<file path="src/rtl/conflict_table.sv">
// conflict_table: small fully-associative table that maps string keys to
// {hash, map} code pairs.
//
// Lookup is combinational. A write either updates the codes of an entry that
// already holds the key, or fills the lowest free entry. Entries are freed
// only by reset.
//
// Ports
//   clk       rising-edge clock
//   rst       asynchronous active-high reset; clears the whole table
//   cs        chip select; gates both lookup and write
//   we        write enable (qualified by cs)
//   data      search key, and the key stored on a write
//   hash_in   hash code stored on a write
//   map_in    map code stored on a write
//   match     key hit (cs and a valid entry holds data)
//   hash_out  hash code of the lowest-index hit entry, else 0
//   map_out   map code of the lowest-index hit entry, else 0
//   ct_full   all DEPTH entries are valid
module conflict_table #(
  parameter int unsigned DEPTH      = 8,
  parameter int unsigned DATA_WIDTH = 64,
  parameter int unsigned HASH_WIDTH = 11
) (
  input  logic                  clk,
  input  logic                  rst,
  input  logic                  cs,
  input  logic                  we,
  input  logic [DATA_WIDTH-1:0] data,
  input  logic [HASH_WIDTH-1:0] hash_in,
  input  logic [HASH_WIDTH-1:0] map_in,
  output logic                  match,
  output logic [HASH_WIDTH-1:0] hash_out,
  output logic [HASH_WIDTH-1:0] map_out,
  output logic                  ct_full
);

  localparam int unsigned CW = $clog2(DEPTH + 1);
  localparam int unsigned IW = $clog2(DEPTH);

  logic                  valid_q [DEPTH];
  logic [DATA_WIDTH-1:0] key_q   [DEPTH];
  logic [HASH_WIDTH-1:0] hash_q  [DEPTH];
  logic [HASH_WIDTH-1:0] map_q   [DEPTH];
  logic [CW-1:0]         count_q;

  logic          hit_any;
  logic [IW-1:0] hit_idx;
  logic          free_any;
  logic [IW-1:0] free_idx;

  // Priority search from index 0 upward: the first hit and the first free
  // slot win.
  always_comb begin
    hit_any  = 1'b0;
    hit_idx  = '0;
    free_any = 1'b0;
    free_idx = '0;
    for (int unsigned i = 0; i < DEPTH; i++) begin
      if (!hit_any && valid_q[i] && (key_q[i] == data)) begin
        hit_any = 1'b1;
        hit_idx = IW'(i);
      end
      if (!free_any && !valid_q[i]) begin
        free_any = 1'b1;
        free_idx = IW'(i);
      end
    end
  end

  assign match    = cs & hit_any;
  assign hash_out = match ? hash_q[hit_idx] : '0;
  assign map_out  = match ? map_q[hit_idx]  : '0;
  assign ct_full  = (count_q == CW'(DEPTH));

  always_ff @(posedge clk or posedge rst) begin
    if (rst) begin
      for (int unsigned i = 0; i < DEPTH; i++) begin
        valid_q[i] <= 1'b0;
        key_q[i]   <= '0;
        hash_q[i]  <= '0;
        map_q[i]   <= '0;
      end
      count_q <= '0;
    end else if (cs && we) begin
      if (hit_any) begin
        // Existing key: refresh codes in place, no allocation.
        hash_q[hit_idx] <= hash_in;
        map_q[hit_idx]  <= map_in;
      end else if (free_any) begin
        // A free slot exists exactly when the table is not full.
        valid_q[free_idx] <= 1'b1;
        key_q[free_idx]   <= data;
        hash_q[free_idx]  <= hash_in;
        map_q[free_idx]   <= map_in;
        count_q           <= count_q + CW'(1);
      end
    end
  end

endmodule

</file>
<file path="config.mk">
export PLATFORM = sky130hd
export DESIGN_NAME = conflict_table
export DESIGN_NICKNAME = d
export VERILOG_FILES = /design/src/rtl/conflict_table.sv
export SDC_FILE = /design/constraint.sdc
export NUM_CORES = 2
export LEC_CHECK = 0
export BUFFER_PORTS_ARGS = -buffer_cell sky130_fd_sc_hd__buf_2
export CAP_MARGIN = 5
export CORE_AREA = 2 2 284 286
export CTS_CLUSTER_DIAMETER = 60
export CTS_CLUSTER_SIZE = 20
export DETAILED_ROUTE_END_ITERATION = 10
export DIE_AREA = 0 0 286 288
export GPL_TIMING_DRIVEN = 0
export SLEW_MARGIN = 20
export SYNTH_ARGS = -nofsm -noshare
export SYNTH_HDL_FRONTEND = slang
export SYNTH_SLANG_ARGS = --single-unit
</file>
<file path="constraint.sdc">
create_clock -name clk -period 56.6 [get_ports clk]
set_input_delay 11.32 -clock clk [delete_from_list [all_inputs] [get_ports clk]]
set_output_delay 11.32 -clock clk [all_outputs]
set_load 0.05 [all_outputs]
</file>
==> metrics.md <==
| Metric | Value |
|---|---|
| Resized cells post-CTS | 0 |
| Startpoint types | input port |
| Worst R2R Path Depth | 11 |
| Initial DRC Count | 2731 |
| Post-route ant nets | 0 |
| Area grow syn2layout | 12.34% |
| Crit Path Max Fanout | 10 |
| Clock root buffer | clkbuf_16 |
| Leak Pwr | 17.65 nW |
| Syn Nets | 2943 |
| Critical path capture point type | output port |
| Post-synth top area cell | dfrtp_1 |
| Vert. Die Dim | 288 microns |
| Core Region | 79640 sq um |
| Worst path depth | 14 |
| Pwr dens | 43.68 nW/um^2 |
| Final Skew | 0.03974 ns |
| Final period utilization | 0.4981 |
| H-tree levels | 3 |
| Top Family by Delay on Critical Path | buffers and inverters |
| Drt drc | 0 |
| Register area share after synthesis | 0.4930 |
| Cell mode on critical path | buf_2 |
| First-pass GRT wire length | 206300 microns |
| CP cell instances | buf_2 > buf_2 > xor2_1 > nor4_1 > nand4_1 > nor4b_1 > nand4_1 > nor2_1 > a211oi_4 > a41oi_2 > buf_2 > mux2i_1 > a221oi_1 > buf_2 |
| Placed inst area | 37380 sq um |
| Crit-path slowest cell | buf_2 |
| CTS tree | done |
| Most frequent cell after synthesis | dfrtp_1 |
| Pwr Total | 1.743 mW |
| Port Buf Inserts | 50 |
| Clk buf depth | 3 |
| Crit path required time | 45.28 ns |
| Max_slew headroom | 0.1300 |
| Post-synth ARST share | 1.000 |
| Max stage delay on crit path | 0.67 ns |
| Post-Synthesis Cells | 2851 |
| Fmax | 35.47 MHz |
| Die footprint | 82370 sq um |
| Final non-filler cell total | 4115 |
| Slew Limit Fails | 0 |
| Status | finished clean |
| Max cap viols | 0 |
| Ys flop type | dfrtp_1 |
| Peak supply drop | 0.02942 mV |
| Most frequent cells after synthesis | dfrtp_1, mux2_2, xor2_1 |
| Worst-Margin Slew | 1.305 ns |
| Post-layout nets | 3076 |
| Hold Buf Count CTS | 0 |
| Yosys warns | 0 |
| Synth top area share | 0.4930 |
| Via Count | 25690 |
| Clock sinks | 700 |
| IO Count | 114 |
| Final Hold Fails | 0 |
| Tmin final | 28.19 ns |
| Synthesis-stage register bit count | 700 |
| Via density | 6.244 |
| Starting density of the core | 0.4462 |
| Netlist cell types | 64 |
| Syn Area/Cell | 12.46 sq um |
| Clock-pin slew of the registers on the worst-case setup and hold paths | 0.06 ns |
| Tot GR Track Use | 0.3643 |
| Drt pass-1 iters | 6 |
| Worst endpoint data arrival time | 16.87 ns |
| Synth Cell Area | 35530 sq um |
| Die Span X | 286 microns |
| Share of cells above drive strength 1 | 0.3493 |
| Clock Latency Late Sink | 0.65 ns |
| GRT overflow | 0 |
| Placer Congestion | 0.9776 |
| Inst Count DP | 3971 |
| Top post-synthesis cells by area | dfrtp_1, mux2_2, xor2_1 |
| Worst hold path type | flop to flop |
| Wire per inst | 36.59 microns |
| Finish-stage setup viols | 0 |
| TritonCTS buffer count | 71 |
| RSZ-0062 raised after global routing | no |
| Design area | 39910 sq um |
| Number of enable flip-flop cells after synthesis | 0 |
| Antenna violations before repair | 25 |
| Buf/Inv on CP | 4 |
| Setup_tns | 0 ns |
| Hold path depth | 1 |
| DPL Wire Length | 103700 microns |
| Number of fill cells in the layout | 7150 |
| Post-CTS Setup Inserts | 0 |
| Row cnt | 104 |
| Kind of critical path | input port to output port |
| WL final | 150600 microns |
| Vias in the first global route | 25940 |
| Largest net degree at the start of global routing | 104 |
==> worst register-to-register path, delay by kind of cell (launching register included) <==
kind | cells | cell delay (ns)
xor gates and xnor gates | 1 | 0.36
muxes | 1 | 0.38
buffers and inverters | 2 | 0.85
and+or+nand+nor | 7 | 3.29
DFF | 1 | 0.40
==> path summary, 6_finish.rpt <==
path / from / slack (ns) / end
min in group asynchronous: rst / 10.72 / key_q[3]$_DFFE_PP0P_
setup reg to reg: key_q[170]$_DFFE_PP0P_ / 51.18 / key_q[409]$_DFFE_PP0P_
hold reg to reg: count_q[3]$_DFFE_PP0N_ / 0.48 / count_q[3]$_DFFE_PP0N_
setup / recovery: data[27] / 28.41 / hash_out[9]
hold / removal: count_q[3]$_DFFE_PP0N_ / 0.48 / count_q[3]$_DFFE_PP0N_
max in group asynchronous: rst / 44.06 / key_q[342]$_DFFE_PP0P_
==> per-stage QoR <==
stage | util | hold WS (ns) | worst slack (ns)
after floorplan | - | 0.4453 | 25.65
after global placement | 0.4660 | 0.4665 | 17.87
after detailed placement | 0.4694 | 0.4705 | 28.47
after CTS | 0.5008 | 0.4827 | 28.48
after global routing | 0.5008 | 0.5067 | 28.44
final | 0.5012 | 0.4787 | 28.41
==> routing by layer <==
metal  up-vias  track usage  share of wire  routed length, microns
met2      1314       0.5662           0.45                   67420
li1      10490            -              -                       -
met5         -      0.01047         0.0013                     200
met3       412      0.07670          0.080                   12020
met1     13460       0.4688           0.40                   60480
met4        14       0.2169          0.069                   10460
==> flip-flops by register name (all words and copies together) (netlist names) <==
signal   cells
count_q      4
map_q       88
key_q      512
valid_q      8
hash_q      88
==> cell usage in the layout, fill, tap and decap left out, drive strengths merged, types with 23 or more instances in the layout <==
master,n
inv,62
a221oi,23
nand4,101
clkbuf,120
nor3,31
dfrtp,700
xnor2,183
xor2,293
nand2,61
mux2,680
nand3,24
nor4,133
nor2,31
mux2i,48
o2111ai,35
buf,242
nand2b,94
==> power by group <==
part / leakage [nW] / internal [mW] / switching [mW]
Clock: 1.23 / 0.273 / 0.240
Combinational: 7.51 / 0.220 / 0.247
Sequential: 8.91 / 0.657 / 0.107
Total: 17.6 / 1.15 / 0.594
==> area by class of cell <==
type | instances | area (sq um) | area share
Sequential cell | 700 | 17520 | 0.4389
Multi-Input combinational cell | 1892 | 16780 | 0.4204
Clock buffer | 82 | 1899 | 0.04759
Tap cell | 1060 | 1326 | 0.03323
Buffer | 220 | 1139 | 0.02853
Clock inverter | 50 | 601.8 | 0.01508
Timing Repair Buffer | 60 | 465.4 | 0.01166
Inverter | 39 | 153.9 | 0.003856
Antenna cell | 12 | 30.03 | 0.0007524
==> logic make-up (layout without fill, tap and decap cells) <==
group	count (synthesis)	count (layout)	synth area share
AO/OA/AOI/OAI	119	119	0.02803
XOR/XNOR	476	476	0.1173
adder cells (fa/ha/maj)	2	2	0.0007042
buffers and inverters	259	451	0.03557
flip-flops	700	700	0.4930
multiplexers	728	728	0.2290
other	0	12	0
AND/OR/NAND/NOR	567	567	0.09631
No activity file was read; power rests on OpenSTA's default activity.
